### src/rtl/stream_pkg.sv
// Shared types and helpers for the stream_gen / stream_check pair.
package stream_pkg;

  typedef enum logic [1:0] {
    IDLE,
    SYNC,
    RUN
  } chk_state_t;

  // Covers tkeep up to 64 bits; users truncate to their own width.
  localparam logic [63:0] KEEP_ALL = '1;

  function automatic logic [63:0] sat_inc(input logic [63:0] value, input logic [63:0] max);
    return (value >= max) ? value : value + 64'd1;
  endfunction

endpackage

### src/rtl/stream_check_if.sv
// AXI4-Stream beat bundle; master drives data/valid, slave drives ready.
interface stream_check_if #(
  parameter int DATA_W = 32,
  parameter int KEEP_W = DATA_W / 8
) ();

  logic [DATA_W-1:0] tdata;
  logic [KEEP_W-1:0] tkeep;
  logic              tlast;
  logic              tvalid;
  logic              tready;

  modport master (
    output tdata, tkeep, tlast, tvalid,
    input  tready
  );

  modport slave (
    input  tdata, tkeep, tlast, tvalid,
    output tready
  );

endinterface

### src/rtl/stream_rate_gen.sv
// One-in-(data_rate+1) strobe; strobe_nxt is the combinational look-ahead of the
// next counter value so callers can register a ready/valid aligned to it.
module stream_rate_gen (
  input  logic        clk,
  input  logic        reset,
  input  logic        run,
  input  logic [15:0] data_rate,
  output logic        strobe_nxt
);

  logic [15:0] rate_cnt;
  logic [15:0] rate_cnt_nxt;

  // Compare with >= so lowering data_rate mid-run wraps immediately.
  always_comb begin
    rate_cnt_nxt = rate_cnt;
    if (run) begin
      rate_cnt_nxt = (rate_cnt >= data_rate) ? 16'd0 : rate_cnt + 16'd1;
    end
  end

  always_ff @(posedge clk) begin
    if (reset) begin
      rate_cnt <= 16'd0;
    end else begin
      rate_cnt <= rate_cnt_nxt;
    end
  end

  assign strobe_nxt = (rate_cnt_nxt == 16'd0);

endmodule

### src/rtl/stream_check.sv
// AXI4-Stream sink that throttles tready and checks stream_gen counter frames.
// Counters/error update one edge after the accepted beat; tready is registered.
module stream_check
  import stream_pkg::*;
#(
  parameter int DATA_W = 32,
  parameter int KEEP_W = DATA_W / 8,
  parameter int CNT_W  = 32
) (
  input  logic             clk,
  input  logic             reset,
  input  logic             enable,
  input  logic             clear,
  input  logic [31:0]      frame_size,
  input  logic [15:0]      data_rate,
  stream_check_if.slave    axis,
  output logic             synced,
  output logic [CNT_W-1:0] frame_count,
  output logic [CNT_W-1:0] beat_count,
  output logic [CNT_W-1:0] data_err_count,
  output logic [CNT_W-1:0] len_err_count,
  output logic [CNT_W-1:0] keep_err_count,
  output logic             error
);

  chk_state_t        state;
  logic              tready_q;
  logic              strobe_nxt;
  logic [DATA_W-1:0] expected;
  logic [31:0]       beat_idx;
  logic              acc;
  logic              run_beat;
  logic              data_bad;
  logic              keep_bad;
  logic              len_bad;

  function automatic logic [CNT_W-1:0] cnt_inc(input logic [CNT_W-1:0] value);
    return CNT_W'(sat_inc(64'(value), 64'({CNT_W{1'b1}})));
  endfunction

  stream_rate_gen u_rate (
    .clk        (clk),
    .reset      (reset),
    .run        (state != IDLE),
    .data_rate  (data_rate),
    .strobe_nxt (strobe_nxt)
  );

  assign axis.tready = tready_q;
  assign acc         = axis.tvalid & tready_q;
  assign run_beat    = acc && (state == RUN);
  assign data_bad    = run_beat && (axis.tdata != expected);
  assign keep_bad    = run_beat && (axis.tkeep != KEEP_W'(KEEP_ALL));
  assign len_bad     = run_beat && axis.tlast && (beat_idx != frame_size);

  always_ff @(posedge clk) begin
    if (reset) begin
      state          <= IDLE;
      tready_q       <= 1'b0;
      synced         <= 1'b0;
      error          <= 1'b0;
      expected       <= '0;
      beat_idx       <= '0;
      frame_count    <= '0;
      beat_count     <= '0;
      data_err_count <= '0;
      len_err_count  <= '0;
      keep_err_count <= '0;
    end else begin
      // Next state is non-IDLE exactly when enable is high.
      tready_q <= strobe_nxt & enable;

      case (state)
        IDLE: begin
          if (enable) state <= SYNC;
        end
        SYNC: begin
          if (acc && axis.tlast) begin
            expected <= axis.tdata + 1'b1;
            beat_idx <= '0;
            synced   <= 1'b1;
            state    <= RUN;
          end
        end
        RUN: begin
          if (acc) begin
            // Matches expected+1 on good data and resyncs on bad data.
            expected   <= axis.tdata + 1'b1;
            beat_idx   <= axis.tlast ? 32'd0 : 32'(sat_inc(64'(beat_idx), 64'hFFFF_FFFF));
            beat_count <= cnt_inc(beat_count);
            if (axis.tlast) frame_count    <= cnt_inc(frame_count);
            if (data_bad)   data_err_count <= cnt_inc(data_err_count);
            if (keep_bad)   keep_err_count <= cnt_inc(keep_err_count);
            if (len_bad)    len_err_count  <= cnt_inc(len_err_count);
            if (data_bad || keep_bad || len_bad) error <= 1'b1;
          end
        end
        default: state <= IDLE;
      endcase

      if (!enable) begin
        state  <= IDLE;
        synced <= 1'b0;
      end

      if (clear) begin
        frame_count    <= '0;
        beat_count     <= '0;
        data_err_count <= '0;
        len_err_count  <= '0;
        keep_err_count <= '0;
        error          <= 1'b0;
      end
    end
  end

endmodule

### src/flat_wrapper.sv
// flat-port wrapper written by rule: the top's interface ports become plain ports
module stream_check_flat import stream_pkg::*;
#(
  parameter int DATA_W = 32,
  parameter int KEEP_W = DATA_W / 8,
  parameter int CNT_W  = 32
)
  (clk, reset, enable, clear, frame_size, data_rate, synced, frame_count, beat_count, data_err_count, len_err_count, keep_err_count, error, axis_tdata, axis_tkeep, axis_tlast, axis_tvalid, axis_tready);
  stream_check_if #(.DATA_W(DATA_W), .KEEP_W(KEEP_W)) axis_i ();
  input  logic clk;
  input  logic reset;
  input  logic enable;
  input  logic clear;
  input  logic [31:0] frame_size;
  input  logic [15:0] data_rate;
  output logic synced;
  output logic [CNT_W-1:0] frame_count;
  output logic [CNT_W-1:0] beat_count;
  output logic [CNT_W-1:0] data_err_count;
  output logic [CNT_W-1:0] len_err_count;
  output logic [CNT_W-1:0] keep_err_count;
  output logic error;
  input wire logic [$bits(axis_i.tdata)-1:0] axis_tdata;
  input wire logic [$bits(axis_i.tkeep)-1:0] axis_tkeep;
  input wire logic [$bits(axis_i.tlast)-1:0] axis_tlast;
  input wire logic [$bits(axis_i.tvalid)-1:0] axis_tvalid;
  output wire logic [$bits(axis_i.tready)-1:0] axis_tready;
  assign axis_i.tdata = axis_tdata;
  assign axis_i.tkeep = axis_tkeep;
  assign axis_i.tlast = axis_tlast;
  assign axis_i.tvalid = axis_tvalid;
  assign axis_tready = axis_i.tready;
  stream_check #(.DATA_W(DATA_W), .KEEP_W(KEEP_W), .CNT_W(CNT_W)) u_core (.clk(clk), .reset(reset), .enable(enable), .clear(clear), .frame_size(frame_size), .data_rate(data_rate), .axis(axis_i), .synced(synced), .frame_count(frame_count), .beat_count(beat_count), .data_err_count(data_err_count), .len_err_count(len_err_count), .keep_err_count(keep_err_count), .error(error));
endmodule
### config.mk
export PLATFORM = sky130hd
export DESIGN_NAME = stream_check_flat
export DESIGN_NICKNAME = d
export VERILOG_FILES = /design/src/rtl/stream_pkg.sv /design/src/rtl/stream_check_if.sv /design/src/rtl/stream_rate_gen.sv /design/src/rtl/stream_check.sv /design/src/flat_wrapper.sv
export SDC_FILE = /design/constraint.sdc
export NUM_CORES = 1
export LEC_CHECK = 0
export CAP_MARGIN = 15
export CORE_MARGIN = 2
export CORE_UTILIZATION = 54
export CTS_BUF_LIST = sky130_fd_sc_hd__clkbuf_2 sky130_fd_sc_hd__clkbuf_4 sky130_fd_sc_hd__clkbuf_8
export DETAILED_ROUTE_END_ITERATION = 7
export PLACE_DENSITY = 0.83
export SYNTH_ARGS = -nofsm -noshare
export SYNTH_HDL_FRONTEND = slang
export SYNTH_SLANG_ARGS = --single-unit
### constraint.sdc
create_clock -name clk -period 2.9 [get_ports clk]
set_input_delay 0.58 -clock clk [delete_from_list [all_inputs] [get_ports clk]]
set_output_delay 0.58 -clock clk [all_outputs]
set_load 0.005 [all_outputs]
After elaboration in Yosys (flattened, before gate mapping)
Index checks and enable logic that the tools add are counted.
- register bits: 245
- bits of input ports: 90
- word-level logic and storage cells: 80
- $add $sub $neg: 8
- order comparisons: 7
- equality and inequality tests: 8
- mux-type cells: 12
- bitwise logic cells: 9
- reduce and logical (&&, ||, !) cells: 24
- operators by type and width (kind ; number):
    32-bit by 1-bit adder with 32-bit output (second input constant) ; 7
    32-bit greater-or-equal comparator (second input constant) ; 6
    32-bit two-way mux ; 6
    32-bit one-hot mux with 2 select lines ; 2
    32-bit inequality test ; 2
    16-bit two-way mux ; 2
    4-bit AND reduction ; 5
    16-bit by 1-bit adder with 16-bit output (second input constant) ; 1
    16-bit greater-or-equal comparator ; 1
    16-bit zero test ; 1
    3-bit AND reduction ; 3
    1-bit inverter ; 7
    1-bit logical AND ; 6
    2-bit one-hot mux with 3 select lines ; 1
    2-bit by 1-bit inequality test with 1-bit output (second input constant) ; 2
    4-bit inequality test (second input constant) ; 1
    2-bit AND reduction ; 2
    2-bit nonzero test ; 2
    2-bit OR reduction ; 2
    3-bit inequality test (second input constant) ; 1
    1-bit AND ; 2
    2-bit by 1-bit equality test with 1-bit output (second input constant) ; 1
    2-bit equality test (second input constant) ; 1
    2-bit zero test ; 1
    other kinds (2) ; 3

Depth between registers and ports, before layout
Gate-level depths: netlist of run 1.
- depth after elaboration: 6
- mapped depth: 11
- mapped depth without buffers: 9

Modules after synthesis
From an unflattened synthesis of run 1, not the netlist that was laid out.
- cells, all modules: 1687
- area, all modules: 13700.6 um^2
- by module, submodules not included (module ; instances ; cells each ; area an instance (um^2)):
    stream_check ; 1 ; 1515 ; 12318.1
    stream_rate_gen ; 1 ; 172 ; 1382.6

Worst setup path before layout of run 1
No wires, ideal clock.
- path kind: input-to-reg
- start point: in frame_size[28]
- end point: reg u_core.len_err_count[1]
- data arrival time: 2094 ps
- setup slack: 678 ps
- cell stages on the path: 10
- path buffers: 3
- cells stage by stage: xor2_1 nor4_1 nand4_1 o21ai_4 or2_1 buf_4 buf_6 buf_6 mux2i_1 nor2_1
- longest elaborated chain between the ends: 3
- RTL lines (element ; line ; text):
    start: declaration ; flat_wrapper.sv:14 ; input logic [31:0] frame_size;
    32-bit inequality test ; stream_check.sv:54 ; assign len_bad = run_beat && axis.tlast && (beat_idx != frame_size);
    1-bit logical AND ; stream_check.sv:54 ;
    4-bit AND reduction (no source line) ; -- ;
    end signal: assignment ; stream_check.sv:94 ; if (len_bad) len_err_count <= cnt_inc(len_err_count);
    end: declaration ; stream_check.sv:21 ; output logic [CNT_W-1:0] len_err_count,
Every way passes these cells.
A chain may end at the register's enable or synchronous reset.

Worst setup path after layout of run 1
- start point: reg u_core.data_err_count[3]
- end point: reg u_core.data_err_count[18]
- longest elaborated chain between the ends: 3
- RTL lines (element ; line ; text):
    start: declaration ; stream_check.sv:20 ; output logic [CNT_W-1:0] data_err_count,
    start signal: assignment ; stream_check.sv:92 ; if (data_bad) data_err_count <= cnt_inc(data_err_count);
    32-bit greater-or-equal comparator ; stream_pkg.sv:14 ; return (value >= max) ? value : value + 64'd1;
    1-bit inverter (no source line) ; -- ;
    4-bit AND reduction (no source line) ; -- ;
Several ways; a longest one is shown, not always the timed one.

==> implementation parameters, run 1 <==
Parameter                              Value

Status
  Outcome    finished clean

Die
  Die footprint    25400 µm²
  Core Region    23600 µm²
  Total number of placement rows    56
  I/O Pins    253
  Initial core utilization    55.2%
  Die height    159 µm
  Die width    159 µm

Power and ir drop
  Int Pwr    0.00570 W
  Sequential group share of total power    46.4%
  Sw Ratio    21.8%
  Total power    0.00729 W
  Proportion of power drawn by combinational gates    5.1%
  Worst vdd rail ir drop    0.000299 V
  Switching component of the power    0.00159 W
  Static leakage    5.54 nW
  Part of the total power dissipated in the clock network    48.5%
  Power per standard cell area    429 nW/µm²

Worst setup path
  Critical path startpoint category    flop
  Worst R2R Start    u_core.data_err_count[3]
  Category of the critical setup timing path    flop to flop
  Critical Path Start    u_core.data_err_count[3]
  Req. time, crit path    3.38 ns
  Data arrival time of the worst path    3.02 ns
  Count of cells along the worst register-to-register path    8
  Maximum fanout along the worst path    11
  Endpoint class of the critical path    flop
  Endpoint of the worst register-to-register path    u_core.data_err_count[18]
  Setup slack of the worst register-to-register path    0.36 ns

Finish
  Layout overhead on the synthesized area    30.3%
  Area used by multi-input combinational logic    7630 µm²
  N_diodes    0
  Share of final-layout standard cells stronger than drive strength 1    7.91%
  Number of nets in the finished design    1986
  Sequential cell area    4900 µm²
  Fill count    1825

Clock network
  Number of H-tree levels    2
  Clk sinks    245
  Clock buffers created by TritonCTS    43
  CTS hold repair buffers    0
  Max Root-Sink Buffers    3
  CTS tree    done
  Clock Root Buffer    sky130_fd_sc_hd__clkbuf_8
  Post CTS Setup Buffer Count    0
  Clk Latency, worst-skew pair    0.54 ns
  Quantity of gates resized following cts    0
  Clock transition at the registers of the reported paths    0.06 ns

Synthesis
  Most used flip-flop cell after synthesis    sky130_fd_sc_hd__dfxtp_1
  Distinct cell type count after synthesis    69
  Mean area per synthesized cell    8.14 µm²
  Share of synthesized flip-flops with an asynchronous set or reset    0%
  Warnings from Yosys    0
  Post-synth top area share    37.6%
  Synthesized Nets    1715
  Most used standard cells in the synthesized netlist    sky130_fd_sc_hd__dfxtp_1, sky130_fd_sc_hd__nor2_1, sky130_fd_sc_hd__xnor2_1, sky130_fd_sc_hd__nand2_1, sky130_fd_sc_hd__xor2_1
  Top cells by area in the synthesized netlist    sky130_fd_sc_hd__dfxtp_1, sky130_fd_sc_hd__xnor2_1, sky130_fd_sc_hd__nor2_1, sky130_fd_sc_hd__xor2_1, sky130_fd_sc_hd__nand3_1
  Cell type contributing the most total cell area after synthesis    sky130_fd_sc_hd__dfxtp_1
  Sequential area share after synthesis    37.6%
  Number of enable flip-flop cells after synthesis    0
  Cells after synthesis    1601
  Number of storage elements in the synthesis netlist    245
  Synth Cell Area    13000 µm²
  Count leader, synth    sky130_fd_sc_hd__dfxtp_1

STA
  Unrepaired setup endpoints after global routing    no
  Slew at the pin closest to its max-slew limit    0.544 ns
  Sum of negative setup slack    0 ns
  Period minus WS final    2.54 ns
  Setup-failing EPs final    0
  Max-slew violation count    0
  Share of the clock period used by the worst path    87.6%
  Worst Skew    0.0195 ns
  Final Hold Vio Count    0
  Maximum frequency from static timing analysis    394 MHz
  Slew headroom    63.4%

Place
  Count of buffers inserted at the top-level ports    252
  Placer's final routability congestion estimate    0.932
  Post-detail-place hpwl    26500 µm

Routing
  Residual DRC count    0
  Number of vias per cell    5.72
  Via count of the routed design    12680
  Post-detailed-routing wire length    35500 µm
  Drt initial violations    726
  Number of iterations in the first detailed-routing pass    5
  ANT nets after route    0
  Routed wire length per instance    16.0 µm

Global routing
  Number of antenna violations at the first check in global routing    1
  Global route overflow    0
  Total global routing track utilization    27.0%
  Wire length of the first global-routing pass    58300 µm
  Vias in the first global route    11919
  Maximum number of pins on one net before global-route repair    64

Min path
  Hold Startpoint    u_core.synced
  Worst hold path endpoint    u_core.synced
  Number of cells on the worst hold path    2
  Class of the tightest hold or removal check    flop to flop

Job
  Max-capacitance violation count    0
## sequential cells by signal, indices dropped and copies added, names as in the netlist
register                count
u_core.axis.tready          1
u_core.beat_count          32
u_core.beat_idx            32
u_core.data_err_count      32
u_core.error                1
u_core.expected            32
u_core.frame_count         32
u_core.keep_err_count      32
u_core.len_err_count       32
u_core.state                2
u_core.synced               1
u_core.u_rate.rate_cnt     16
## critical path, stage by stage, from the launching register on
cell,delay [ns]
sky130_fd_sc_hd__dfxtp_1,0.45
sky130_fd_sc_hd__and4_1,0.33
sky130_fd_sc_hd__and4_1,0.42
sky130_fd_sc_hd__nand3_2,0.14
sky130_fd_sc_hd__nor2_1,0.14
sky130_fd_sc_hd__nand3_2,0.22
sky130_fd_sc_hd__buf_4,0.24
sky130_fd_sc_hd__or4_1,0.46
sky130_fd_sc_hd__nand2_1,0.07
## layer usage
metal  up-vias  track usage [%]  part of all wire (%)
li1       6176                -                     -
met1      5915             34.6                    42
met2       509             45.5                    47
met3        80             5.57                   7.7
met4         0             9.38                   3.0
met5         -                0                     0
## logic make-up (layout without fill, tap and decap cells)
family / after synthesis / after routing / share of synthesized area (%)
compound gates: 207 / 207 / 9.99
xor+xnor: 224 / 224 / 15.0
fa+ha+maj: 24 / 24 / 2.30
buf+inv: 120 / 416 / 3.94
flops: 245 / 245 / 37.6
mux: 4 / 4 / 0.307
simple gates: 777 / 777 / 30.8
## placed cells by master (no fill, tap or decap), types with 8 or more instances in the layout
cell,instances
sky130_fd_sc_hd__a211oi_1,30
sky130_fd_sc_hd__a21oi_1,69
sky130_fd_sc_hd__and2_1,16
sky130_fd_sc_hd__and3_1,22
sky130_fd_sc_hd__and4_1,17
sky130_fd_sc_hd__buf_4,42
sky130_fd_sc_hd__clkbuf_4,8
sky130_fd_sc_hd__clkbuf_8,51
sky130_fd_sc_hd__clkdlybuf4s50_1,252
sky130_fd_sc_hd__dfxtp_1,245
sky130_fd_sc_hd__ha_1,24
sky130_fd_sc_hd__inv_1,47
sky130_fd_sc_hd__nand2_1,125
sky130_fd_sc_hd__nand3_1,96
sky130_fd_sc_hd__nand4_1,68
sky130_fd_sc_hd__nor2_1,233
sky130_fd_sc_hd__nor3_1,41
sky130_fd_sc_hd__nor4_1,40
sky130_fd_sc_hd__o21ai_0,50
sky130_fd_sc_hd__o31ai_1,12
sky130_fd_sc_hd__or3_1,50
sky130_fd_sc_hd__or4_1,17
sky130_fd_sc_hd__xnor2_1,127
sky130_fd_sc_hd__xor2_1,97
## per-stage QoR
stage | cell area (µm²) | hold WS [ns] | util (%) | setup WS, ns | std cells
after floorplan | 13000 | 0.442 | - | 0.678 | 1601
after global placement | 16100 | 0.463 | 68.0 | 0.00357 | 2146
after detailed placement | 16100 | 0.461 | 68.0 | 0.00224 | 2146
after CTS | 17000 | 0.469 | 72.0 | 0.390 | 2216
after global routing | 17000 | 0.515 | 72.0 | 0.129 | 2216
final | 17000 | 0.463 | 72.0 | 0.360 | 2216
## how the worst max path moves through the flow
stage,end,slack (ns)
after floorplan,u_core.len_err_count[1],0.68
after global placement,u_core.len_err_count[11],0.004
after detailed placement,u_core.len_err_count[31],0.002
after CTS,u_core.data_err_count[18],0.39
after global routing,u_core.data_err_count[19],0.13
final,u_core.data_err_count[18],0.36
## power by group through the flow
stage / clock, W / combinational [W] / sequential, W
4_1_cts: 0.00360 / 0.000369 / 0.00338
2_1_floorplan: 0 / 0.000159 / 0.00345
3_5_place_dp: 0 / 0.000367 / 0.00346
3_3_place_gp: 0 / 0.000361 / 0.00346
5_1_grt: 0.00375 / 0.000400 / 0.00338
6_report: 0.00353 / 0.000369 / 0.00338
## cell type report
class / instances / share of cell area [%]
flip-flops and latches: 245 / 28.9
repair buffers: 299 / 17.3
multi-input cells: 1236 / 44.9
clock inverters: 11 / 1.06
inverters: 47 / 1.04
well taps: 319 / 2.35
clock buffers: 59 / 4.48
Power figures use the tool's default switching activity.
==> run 2, diff against run 1 <==
CAP_MARGIN = 20   (was 15)
CORE_UTILIZATION = 55   (was 54)
DONT_BUFFER_PORTS = 1   (was default)
PLACE_DENSITY = 0.7   (was 0.83)
REMOVE_ABC_BUFFERS = 1   (was default)
==> implementation parameters, run 2 (synthesis gave the netlist of run 1 again) <==
Parameter                              Value

STA
  Slew at the pin closest to its max-slew limit    0.974 ns
  Maximum frequency from static timing analysis    382 MHz
  Unrepaired setup endpoints after global routing    no
  Sum of negative setup slack    0 ns
  Final worst setup slack    0.284 ns
  Setup-failing EPs final    0
  Period minus WS final    2.62 ns
  Max-slew violation count    0
  Share of the clock period used by the worst path    90.2%
  Final Hold Vio Count    0
  Worst Skew    0.0194 ns
  Slew headroom    35.0%

Worst setup path
  Endpoint class of the critical path    flop
  Max incr delay on CP    0.73 ns
  Category of the critical setup timing path    flop to flop
  Req. time, crit path    3.29 ns
  Count of cells along the worst register-to-register path    7
  Data arrival time of the worst path    3.01 ns
  Crit path max-delay cell type    sky130_fd_sc_hd__nor4b_1
  Maximum fanout along the worst path    7
  Critical-path cell list    and4_4 -> and4_1 -> nand3_1 -> nor4b_1 -> nand4_1 -> xor2_1 -> nor2_1
  Critical path startpoint category    flop

Job
  Max-capacitance violation count    0

Finish
  Number of nets in the finished design    1704
  Area used by multi-input combinational logic    7640 µm²
  Sequential cell area    4900 µm²
  Most used cells in the layout excluding fill and tap cells    sky130_fd_sc_hd__dfxtp_1, sky130_fd_sc_hd__nor2_1, sky130_fd_sc_hd__xnor2_1, sky130_fd_sc_hd__nand2_1, sky130_fd_sc_hd__xor2_1
  Share of final-layout standard cells stronger than drive strength 1    7.72%
  N_diodes    0
  Most common library cell in the layout ignoring fill and taps    sky130_fd_sc_hd__dfxtp_1
  Fraction of the core area covered by cells at the end of the flow    60.6%
  Fill count    2189
  Layout overhead on the synthesized area    8.85%

Global routing
  Total global routing track utilization    25.0%
  Maximum number of pins on one net before global-route repair    72
  Global route overflow    0
  Vias in the first global route    10279
  Number of antenna violations at the first check in global routing    0
  Wire length of the first global-routing pass    51100 µm

Routing
  Residual DRC count    0
  Drt initial violations    713
  ANT nets after route    0
  Routed wire length per instance    16.8 µm
  Via count of the routed design    11263
  Post-detailed-routing wire length    32500 µm
  Number of vias per cell    5.81
  Number of iterations in the first detailed-routing pass    6

Die
  Die width    158 µm
  I/O Pins    253
  Total number of placement rows    56
  Initial core utilization    55.7%
  Die footprint    25000 µm²
  Die height    158 µm
  Core Region    23400 µm²

Min path
  Number of cells on the worst hold path    1
  Class of the tightest hold or removal check    input pin to flop

Clock network
  Max Root-Sink Buffers    3
  Number of H-tree levels    2
  Clk Latency, worst-skew pair    0.54 ns
  Post CTS Setup Buffer Count    0
  CTS tree    done
  Clock Root Buffer    sky130_fd_sc_hd__clkbuf_8
  Clock buffers created by TritonCTS    43
  Clock transition at the registers of the reported paths    0.06 ns
  Clk sinks    245
  CTS hold repair buffers    0
  Quantity of gates resized following cts    0

Place
  Placer's final routability congestion estimate    0.858
  Dpl ws    0.302 ns
  Post-detail-place hpwl    23600 µm
  Count of buffers inserted at the top-level ports    0

Power and ir drop
  Total power    0.00697 W
  Power per standard cell area    491 nW/µm²
  Static leakage    4.48 nW
  Worst vdd rail ir drop    0.000314 V

Status
  Outcome    finished clean
run 2: layer usage:
metal | routed length [µm] | vias to the layer above | GRT usage [%]
li1 | - | 5616 | -
met5 | 0 | - | 0
met4 | 822 | 0 | 8.15
met3 | 3260 | 71 | 9.09
met1 | 13700 | 5219 | 31.0
met2 | 14700 | 357 | 40.4
run 2: per-stage QoR:
| stage | cells | hold slack [ns] | instance area (µm²) |
|---|---|---|---|
| 2_1_floorplan | 1528 | 0.442 | 12700 |
| 3_3_place_gp | 1864 | 0.461 | 13300 |
| 3_5_place_dp | 1864 | 0.464 | 13300 |
| 4_1_cts | 1938 | 0.0745 | 14200 |
| 5_1_grt | 1938 | 0.0787 | 14200 |
| 6_report | 1938 | 0.114 | 14200 |
run 2: final timing paths:
check	start	to	slack, ns
setup / recovery	u_core.beat_count[6]	u_core.beat_count[28]	0.28
hold / removal	reset	u_core.expected[29]	0.11
setup reg to reg	u_core.beat_count[6]	u_core.beat_count[28]	0.28
hold reg to reg	u_core.expected[1]	u_core.expected[1]	0.47
run 2: power by group:
part	switching [W]	leakage, nW	internal, W
Sequential	0.00000902	1.97	0.00337
Clock	0.00141	0.491	0.00199
Combinational	0.000107	2.01	0.0000746
run 2: worst max-delay path: cells and delay by family, from the launching register on:
kind          cells  cell delay [ns]
flops             1             0.46
simple gates      6             1.84
xor+xnor          1             0.17
run 2: final cells by class:
class	instances	share of cell area [%]
Sequential cell	245	34.6
Inverter	47	1.24
Timing Repair Buffer	17	1.08
Tap cell	319	2.81
Clock buffer	65	5.82
Multi-Input combinational cell	1236	53.8
Clock inverter	9	0.688
==> run 3, diff against run 2 <==
SYNTH_HIERARCHICAL = 1   (was default)
==> implementation parameters, run 3 <==
Parameter                              Value

Status
  Outcome    finished clean

Synthesis
  Post-synth top area share    35.8%
  Number of enable flip-flop cells after synthesis    0
  Share of synthesized flip-flops with an asynchronous set or reset    0%
  Count leader, synth    sky130_fd_sc_hd__dfxtp_1
  Most used standard cells in the synthesized netlist    sky130_fd_sc_hd__dfxtp_1, sky130_fd_sc_hd__nor2_1, sky130_fd_sc_hd__nand2_1, sky130_fd_sc_hd__xnor2_1, sky130_fd_sc_hd__nand4_1
  Number of storage elements in the synthesis netlist    245
  Warnings from Yosys    6
  Most used flip-flop cell after synthesis    sky130_fd_sc_hd__dfxtp_1
  Distinct cell type count after synthesis    74
  Cells after synthesis    1687
  Top cells by area in the synthesized netlist    sky130_fd_sc_hd__dfxtp_1, sky130_fd_sc_hd__xnor2_1, sky130_fd_sc_hd__xor2_1, sky130_fd_sc_hd__nor2_1, sky130_fd_sc_hd__nand4_1
  Synth Cell Area    13700 µm²
  Cell type contributing the most total cell area after synthesis    sky130_fd_sc_hd__dfxtp_1
  Sequential area share after synthesis    35.8%
  Mean area per synthesized cell    8.12 µm²

Clock network
  Max Root-Sink Buffers    3
  Clock buffers created by TritonCTS    43
  Number of H-tree levels    2
  Quantity of gates resized following cts    0
  Clock transition at the registers of the reported paths    0.06 ns
  Clk Latency, worst-skew pair    0.55 ns
  CTS hold repair buffers    0
  CTS tree    done
  Clk sinks    245
  Clock Root Buffer    sky130_fd_sc_hd__clkbuf_8
  Post CTS Setup Buffer Count    0

STA
  Hold Slack    0.112 ns
  Max-slew violation count    0
  Unrepaired setup endpoints after global routing    no
  Setup-failing EPs final    0
  Final Hold Vio Count    0
  Period minus WS final    2.53 ns
  Share of the clock period used by the worst path    87.2%
  Worst Skew    0.0282 ns
  Slew headroom    42.4%
  Maximum frequency from static timing analysis    395 MHz
  Slew at the pin closest to its max-slew limit    0.860 ns
  Sum of negative setup slack    0 ns

Power and ir drop
  Proportion of power drawn by combinational gates    4.8%
  Sw Ratio    23.5%
  Sequential group share of total power    48.8%
  Switching component of the power    0.00166 W
  Power per standard cell area    469 nW/µm²
  Part of the total power dissipated in the clock network    46.5%
  Int Pwr    0.00539 W
  Static leakage    4.82 nW
  Worst vdd rail ir drop    0.000397 V

Routing
  Number of iterations in the first detailed-routing pass    5
  Residual DRC count    0
  Routed wire length per instance    17.8 µm
  Post-detailed-routing wire length    36400 µm
  Drt initial violations    903
  Via count of the routed design    12413
  ANT nets after route    0
  Number of vias per cell    6.07

Worst setup path
  Req. time, crit path    3.37 ns
  Critical path startpoint category    flop
  Maximum fanout along the worst path    11
  Most frequent cell on the critical path    sky130_fd_sc_hd__buf_4
  Endpoint class of the critical path    flop
  Critical path depth in cells    9
  Category of the critical setup timing path    flop to flop
  CP Buf/Inv Count    3
  Endpoint of the worst register-to-register path    u_core/data_err_count[13]
  Critical-path cell list    inv_1 -> ha_1 -> nand3_1 -> nor2_1 -> o21ai_0 -> buf_4 -> buf_4 -> or4_1 -> a21oi_1
  Crit path max-delay cell type    sky130_fd_sc_hd__or4_1
  Setup slack of the worst register-to-register path    0.37 ns
  Count of cells along the worst register-to-register path    9
  Delay-heaviest family, CP    simple AND/OR/NAND/NOR gates
  Last element of the critical path    u_core/data_err_count[13]
  Critical Path Start    u_core/state[0]
  Data arrival time of the worst path    3.00 ns
  Max incr delay on CP    0.46 ns
  Worst R2R Start    u_core/state[0]

Global routing
  Total global routing track utilization    26.7%
  Maximum number of pins on one net before global-route repair    76
  Routing usage on met3    8.81%
  Met1 capacity usage during global routing    34.6%
  Number of antenna violations at the first check in global routing    0
  Wire length of the first global-routing pass    58300 µm
  Global route overflow    0
  Vias in the first global route    11432
  Routing layer with the top usage in global route    met2
  M2 GR Usage    42.9%

Die
  Die width    162 µm
  Core Region    24400 µm²
  Die height    162 µm
  I/O Pins    253
  Die footprint    26200 µm²
  Initial core utilization    56.2%
  Total number of placement rows    57

Finish
  Area used by multi-input combinational logic    8270 µm²
  Fill count    2185
  Layout overhead on the synthesized area    9.56%
  Number of nets in the finished design    1810
  Sequential cell area    4900 µm²
  Most common library cell in the layout ignoring fill and taps    sky130_fd_sc_hd__dfxtp_1
  Fin cells    2044
  Share of final-layout standard cells stronger than drive strength 1    8.72%
  Most used cells in the layout excluding fill and tap cells    sky130_fd_sc_hd__dfxtp_1, sky130_fd_sc_hd__nor2_1, sky130_fd_sc_hd__nand2_1, sky130_fd_sc_hd__xnor2_1, sky130_fd_sc_hd__nand4_1
  N_diodes    0

Place
  Post-detail-place hpwl    25900 µm
  Count of buffers inserted at the top-level ports    0
  Placer's final routability congestion estimate    0.920
  Cells after DPL    1971

Min path
  Class of the tightest hold or removal check    input pin to flop

Job
  Max-capacitance violation count    0
==> run 3: cell types whose count changed in the layout (fill, tap and decap cells not counted), sizes merged, moves of 8 or more <==
| cell | previous run | this run |
|---|---|---|
| and4 | 19 | 29 |
| buf | 17 | 45 |
| mux2i | 4 | 25 |
| nand2 | 126 | 134 |
| nand3 | 98 | 87 |
| nand4 | 72 | 105 |
| nor2 | 234 | 198 |
| nor3 | 45 | 54 |
| o21ai | 53 | 39 |
| or3 | 50 | 70 |
| or4 | 18 | 30 |
| xnor2 | 127 | 107 |
==> run 3: worst reg2reg max path, delay by kind of cell, from the launching register on <==
kind / cells / cell delay [ns]
and+or+nand+nor: 3 / 1.06
buffers and inverters: 3 / 0.47
adders and majority gates: 1 / 0.33
DFF: 1 / 0.31
AOI/OAI and AO/OA: 2 / 0.30
==> run 3: how the worst min path moves through the flow <==
stage / cells after the start / start / to / slack (ns)
2_1_floorplan: 2 / u_core/expected[1] / u_core/expected[1] / 0.44
3_3_place_gp: 2 / u_core/expected[1] / u_core/expected[1] / 0.46
3_5_place_dp: 2 / u_core/expected[1] / u_core/expected[1] / 0.47
4_1_cts: 1 / reset / u_core/expected[17] / 0.08
5_1_grt: 1 / reset / u_core/expected[28] / 0.08
6_report: 1 / reset / u_core/expected[19] / 0.11
==> run 3: kinds of logic after synthesis <==
| family | Yosys count | share of synthesized area, % |
|---|---|---|
| AND/OR/NAND/NOR | 833 | 32.7 |
| buffers and inverters | 137 | 3.98 |
| adder cells (fa/ha/maj) | 28 | 2.56 |
| multiplexers | 25 | 1.83 |
| AO/OA/AOI/OAI | 218 | 10.3 |
| flip-flops | 245 | 35.8 |
| XOR/XNOR | 201 | 12.8 |
==> run 3: cell type report <==
class,count,share of cell area (%)
clock buffer,65,5.58
inverter,52,1.30
tap,324,2.70
multi-input combinational,1305,55.1
timing repair buffer,45,2.33
clock inverter,8,0.317
sequential,245,32.7
==> run 3: per-stage QoR <==
| step | power, W | worst slack (ns) | cell area, µm² | util (%) |
|---|---|---|---|---|
| CTS | 0.00711 | 0.390 | 15000 | 61.5 |
| floorplan | 0.00375 | -0.250 | 13400 | - |
| global route | 0.00732 | 0.153 | 15000 | 61.5 |
| detailed placement | 0.00384 | 0.403 | 14100 | 57.9 |
| finish | 0.00704 | 0.370 | 15000 | 61.5 |
| global placement | 0.00384 | 0.458 | 14100 | 57.9 |
==> run 3: power by group through the flow <==
stage,logic [W],clock network (W),registers (W)
4_1_cts,0.000334,0.00334,0.00344
3_3_place_gp,0.000327,0,0.00351
3_5_place_dp,0.000333,0,0.00351
5_1_grt,0.000374,0.00351,0.00344
2_1_floorplan,0.000249,0,0.00350
6_report,0.000335,0.00327,0.00344
==> run 3: routing by layer <==
layer | share of wire (%) | up-vias | wire (µm)
li1 | - | 6128 | -
met1 | 44 | 5835 | 15900
met2 | 45 | 399 | 16400
met3 | 9.4 | 51 | 3410
met4 | 1.9 | 0 | 688
met5 | 0 | - | 0
